**src/rtl/fila_arbiter.sv**
```systemverilog
// Req/ack arbiter in front of the byte queue: two producers and one consumer share one command port.
// Optional consistency check against the queue's reported length is enabled by `define FILA_ARB_CHECK_EN.
module fila_arbiter #(
    parameter int DEPTH       = 8,
    parameter int DATA_W      = 8,
    parameter int HOLD_CYCLES = 2
) (
    input  logic              clock_10KHz,
    input  logic              reset,
    input  logic              req0_in,
    input  logic [DATA_W-1:0] data0_in,
    output logic              ack0_out,
    input  logic              req1_in,
    input  logic [DATA_W-1:0] data1_in,
    output logic              ack1_out,
    input  logic              deq_req_in,
    output logic              deq_ack_out,
    input  logic [7:0]        len_in,
    output logic              enqueue_out,
    output logic              dequeue_out,
    output logic [DATA_W-1:0] data_out,
    output logic [3:0]        count_out,
    output logic              full_out,
    output logic              empty_out
`ifdef FILA_ARB_CHECK_EN
    ,
    output logic              err_out
`endif
);

    typedef enum logic [1:0] {IDLE = 2'd0, ISSUE = 2'd1, HOLD = 2'd2, RELEASE = 2'd3} state_t;

    localparam logic [3:0] DEPTH_C = 4'(DEPTH);
    localparam logic [3:0] HOLD_LD = 4'(HOLD_CYCLES - 1);

    state_t            state_q, state_d;
    logic              rr_q, rr_d;
    logic              last_op_q, last_op_d;
    logic              win_id_q, win_id_d;
    logic              win_deq_q, win_deq_d;
    logic [DATA_W-1:0] data_q, data_d;
    logic [3:0]        count_q, count_d;
    logic [3:0]        hold_q, hold_d;

    logic can_enq, can_deq, el0, el1, eld, pick, win_req, block;

    assign can_enq = (count_q != DEPTH_C);
    assign can_deq = (count_q != 4'd0);
    assign el0     = req0_in & can_enq;
    assign el1     = req1_in & can_enq;
    assign eld     = deq_req_in & can_deq;
    assign pick    = (el0 & el1) ? rr_q : el1;
    assign win_req = win_deq_q ? deq_req_in : (win_id_q ? req1_in : req0_in);

`ifdef FILA_ARB_CHECK_EN
    logic err_q, err_d, mismatch;
    assign mismatch = (len_in != {4'd0, count_q});
    assign block    = err_q | mismatch;
    assign err_out  = err_q;
`else
    logic unused_len;
    assign unused_len = ^len_in;
    assign block      = 1'b0;
`endif

    always_ff @(posedge clock_10KHz or posedge reset) begin
        if (reset) begin
            state_q   <= IDLE;
            rr_q      <= 1'b0;
            last_op_q <= 1'b0;
            win_id_q  <= 1'b0;
            win_deq_q <= 1'b0;
            data_q    <= '0;
            count_q   <= 4'd0;
            hold_q    <= 4'd0;
`ifdef FILA_ARB_CHECK_EN
            err_q     <= 1'b0;
`endif
        end else begin
            state_q   <= state_d;
            rr_q      <= rr_d;
            last_op_q <= last_op_d;
            win_id_q  <= win_id_d;
            win_deq_q <= win_deq_d;
            data_q    <= data_d;
            count_q   <= count_d;
            hold_q    <= hold_d;
`ifdef FILA_ARB_CHECK_EN
            err_q     <= err_d;
`endif
        end
    end

    always_comb begin
        state_d   = state_q;
        rr_d      = rr_q;
        last_op_d = last_op_q;
        win_id_d  = win_id_q;
        win_deq_d = win_deq_q;
        data_d    = data_q;
        count_d   = count_q;
        hold_d    = hold_q;
`ifdef FILA_ARB_CHECK_EN
        err_d     = err_q;
`endif
        case (state_q)
            IDLE: begin
`ifdef FILA_ARB_CHECK_EN
                err_d = err_q | mismatch;
`endif
                if (!block && (el0 | el1 | eld)) begin
                    state_d = ISSUE;
                    // Contention between enqueue and dequeue alternates via last_op.
                    if (eld && (!(el0 | el1) || !last_op_q)) begin
                        win_deq_d = 1'b1;
                        last_op_d = 1'b1;
                    end else begin
                        win_deq_d = 1'b0;
                        last_op_d = 1'b0;
                        win_id_d  = pick;
                        rr_d      = ~pick;
                        data_d    = pick ? data1_in : data0_in;
                    end
                end
            end
            ISSUE: begin
                count_d = win_deq_q ? (count_q - 4'd1) : (count_q + 4'd1);
                hold_d  = HOLD_LD;
                state_d = HOLD;
            end
            HOLD: begin
                if (hold_q == 4'd0) state_d = RELEASE;
                else                hold_d  = hold_q - 4'd1;
            end
            RELEASE: begin
                if (!win_req) state_d = IDLE;
            end
            default: state_d = IDLE;
        endcase
    end

    always_comb begin
        enqueue_out = (state_q == ISSUE) & ~win_deq_q;
        dequeue_out = (state_q == ISSUE) &  win_deq_q;
        ack0_out    = (state_q == RELEASE) & ~win_deq_q & ~win_id_q;
        ack1_out    = (state_q == RELEASE) & ~win_deq_q &  win_id_q;
        deq_ack_out = (state_q == RELEASE) &  win_deq_q;
    end

    assign data_out  = data_q;
    assign count_out = count_q;
    assign full_out  = (count_q == DEPTH_C);
    assign empty_out = (count_q == 4'd0);

endmodule

```
**config.mk**
```make
export PLATFORM = sky130hd
export DESIGN_NAME = fila_arbiter
export DESIGN_NICKNAME = d
export VERILOG_FILES = /design/src/rtl/fila_arbiter.sv
export SDC_FILE = /design/constraint.sdc
export NUM_CORES = 1
export LEC_CHECK = 0
export BUFFER_PORTS_ARGS = -buffer_cell sky130_fd_sc_hd__clkbuf_2
export CAP_MARGIN = 20
export CORE_MARGIN = 8
export CORE_UTILIZATION = 30
export DETAILED_ROUTE_END_ITERATION = 6
export PLACE_DENSITY = 0.65
export SETUP_SLACK_MARGIN = 0.15
export SYNTH_ARGS = -nofsm -noshare
export SYNTH_HDL_FRONTEND = slang
export SYNTH_SLANG_ARGS = --single-unit
```
**constraint.sdc**
```tcl
create_clock -name clock_10KHz -period 2.3 [get_ports clock_10KHz]
set_clock_uncertainty 0.05 [all_clocks]
set_input_delay 0 -clock clock_10KHz [delete_from_list [all_inputs] [get_ports clock_10KHz]]
set_output_delay 0 -clock clock_10KHz [all_outputs]
set_load 0.005 [all_outputs]
```
==> impl_metrics.tcl <==
set metrics [dict create \
    clk_path_buf_depth 2 \
    via_count 1038 \
    start_util_pct 31.5 \
    wl_per_cell_microns 12.9 \
    required_ns 2.36 \
    synthFlopType "dfrtp_1" \
    startpoint_type "register" \
    path_cells "or4b_4 -> nand3_2 -> mux2i_1 -> o21ai_0" \
    path_depth 4 \
    viasPerCell 4.51 \
    io-pin-count 48 \
    ys_seq_area_share_pct 41.5 \
    ys_ff_latch 21 \
    finalWorstSetupSlack_ns 0.424 \
    gp_congestion 0.741 \
    totalWireLength_microns 2970 \
    critPathBufInv 0 \
    path_class "reg2reg" \
    clock_latency_ns 0.26 \
    slew_headroom_pct 47.0 \
    antenna_found_initial 0 \
    dp_hpwl_microns 2150 \
    async_reset_ff_share_pct 100 \
    cts_buffers 3 \
    placed_cell_area_sq_um 1510 \
    die_area_sq_um 6560 \
    dr.pass1.iters 4 \
    hold_slack_ns 0.130 \
    fmax_mhz 533 \
    num_rows 23 \
    grt_util_all_layers_pct 9.92 \
    cts.sinks 21 \
    period_share_pct 81.5 \
    crit_family "simple AND/OR/NAND/NOR gates" \
    synth_edf_count 0 \
    rr_worst_depth 4 \
    syn_inst 122 \
    tns_ns 0 \
    grt_max_degree 22 \
    crit_arrival_ns 1.94 \
    core_area_sq_um 4030 \
    path_clk_slew_ns 0.08 \
    synth_top_area_share_pct 41.5 \
    crit_path_top_delay_cell "or4b_4" \
    tritoncts "yes" \
    post-place-ws_ns 0.426 \
    critPathCaptureType "register" \
    grt_pass1_wl_microns 5230 \
    worst-path-max-fanout 9 \
    diodes 0 \
    power_density_nw_per_um2 1160 \
    min_period_ns 1.88 \
    avgSynthCellArea_sq_um 10.4 \
    syn_to_final_growth_pct 36.6 \
    max_stage_delay_ns 0.60 \
    root_buffer "clkbuf_8" \
    drv_cap 0 \
    grt_pass1_vias 1141 \
    fp.dieH_microns 81 \
    drc 0 \
    htreeDepth 1 \
    drtAntennaViolNets 0 \
    finalInstanceArea_sq_um 1730 \
    netlist_top_cells_area "dfrtp_1, ha_1, mux2i_1, inv_1, o21ai_0" \
    fp.dieW_microns 81 \
    tightest_slew_ns 0.794 \
    synth_area_sq_um 1270 \
    post_cts_buffers 0 \
    p_leak_uw 0.000895 \
    rsz0062_at_grt "false" \
    final_nets 220 \
    port_buffers 39 \
    yosysTopAreaCell "dfrtp_1" \
    yosysWarnings 0 \
    yosysUniqueCellTypes 36 \
    overflow 0 \
    drive_gt1_share_pct 30.0 \
    whs_path_depth 4 \
    slew_violations 0 \
    nFillCells 389 \
    worstHoldPathType "in2reg" \
    finalHoldViolCount 0 \
    synth_nets 161 \
    drtIter0Drc 17 \
    ir_drop_uv 441 \
    status "complete, no violations" \
    setup_viol_count_final 0 \
]
## sequential cells by signal, indices dropped and copies added, names as in the netlist
name	count
rr_q	1
count_out	4
win_deq_q	1
hold_q	4
data_out	8
state_q	2
win_id_q	1
## what timing repair did
item / 4_1_cts / 5_1_grt
gates resized for setup: 0 / 0
hold buffers: 18 / 0
setup endpoints to repair: 0 / 0
endpoints found under the hold margin: 30 / 0
## worst min-delay path, stage by stage
cell and delay (ns):
clkbuf_2 0.13, nand2_1 0.07, o2111ai_2 0.11, mux2i_1 0.09
## Yosys cell counts (3+ instances only)
cell type,n
dfrtp_1,21
inv_1,14
mux2i_1,11
nand2_1,10
ha_1,9
o21ai_0,9
nor2_1,7
a21oi_1,5
xnor2_1,3
## report_power, final
group	leakage (uW)	internal, uW	switching [uW]
combinational	0.000615	519	507
clock	0.0000228	123	117
sequential	0.000257	545	196
total	0.000895	1190	819
## cell families (layout without fill, tap and decap cells)
logic type / count (synthesis) / after routing / synth area share, %
AO/OA/AOI/OAI: 25 / 25 / 15.5
XOR/XNOR: 4 / 4 / 2.76
adder cells (fa/ha/maj): 10 / 10 / 10.5
buffers and inverters: 19 / 77 / 6.61
flip-flops: 21 / 21 / 41.5
multiplexers: 13 / 13 / 10.8
AND/OR/NAND/NOR: 30 / 30 / 12.4
## worst paths after layout
path / start / to / slack (ns)
max: count_out[0]$_DFFE_PP0P_ / data_out[4]$_DFFE_PP0P_ / 0.42
min: req1_in / state_q[0]$_DFFE_PP0P_ / 0.13
max reg2reg: count_out[0]$_DFFE_PP0P_ / data_out[4]$_DFFE_PP0P_ / 0.42
min reg2reg: data_out[5]$_DFFE_PP0P_ / data_out[5]$_DFFE_PP0P_ / 0.44
max in group asynchronous: reset / hold_q[2]$_DFFE_PP0P_ / 1.34
min in group asynchronous: reset / hold_q[0]$_DFFE_PP0P_ / 0.36
## layout by cell type, fill, tap and decap left out, types with 2 or more instances in the layout
master / synthesis / layout
inv_1: 14 / 14
a21o_1: 2 / 2
clkbuf_2: 0 / 39
o2111ai_2: 2 / 2
ha_1: 9 / 9
xnor2_1: 3 / 3
dlygate4sd3_1: 0 / 18
nor3_1: 2 / 2
dfrtp_1: 21 / 21
nand2_1: 10 / 10
a21oi_1: 5 / 5
mux2i_1: 11 / 11
o31ai_1: 2 / 2
nor2b_1: 2 / 2
nor2_1: 7 / 7
o21ai_0: 9 / 9
clkbuf_8: 0 / 3
## stage by stage
stage | std cells | total power (uW) | util (%)
after floorplan | 122 | 1440 | -
after global placement | 208 | 1730 | 37.4
after detailed placement | 208 | 1760 | 37.4
after CTS | 230 | 2030 | 43.0
after global routing | 230 | 2230 | 43.0
final | 230 | 2010 | 43.0
## area by class of cell
cell class | count | area, sq um | share of cell area [%]
clock buffers | 4 | 45.0 | 2.60
inverters | 15 | 57.6 | 3.32
multi-input cells | 82 | 658 | 38.0
flip-flops and latches | 21 | 526 | 30.3
well taps | 50 | 62.6 | 3.61
repair buffers | 58 | 383 | 22.1
## routing by layer
| layer | vias to the layer above | share of wire [%] | track usage, % |
|---|---|---|---|
| li1 | 529 | - | - |
| met1 | 470 | 42 | 11.1 |
| met2 | 37 | 46 | 16.1 |
| met3 | 2 | 11 | 4.30 |
| met4 | 0 | 0.81 | 4.29 |
| met5 | - | 0 | 0 |
(Power assumes the default switching activity.)
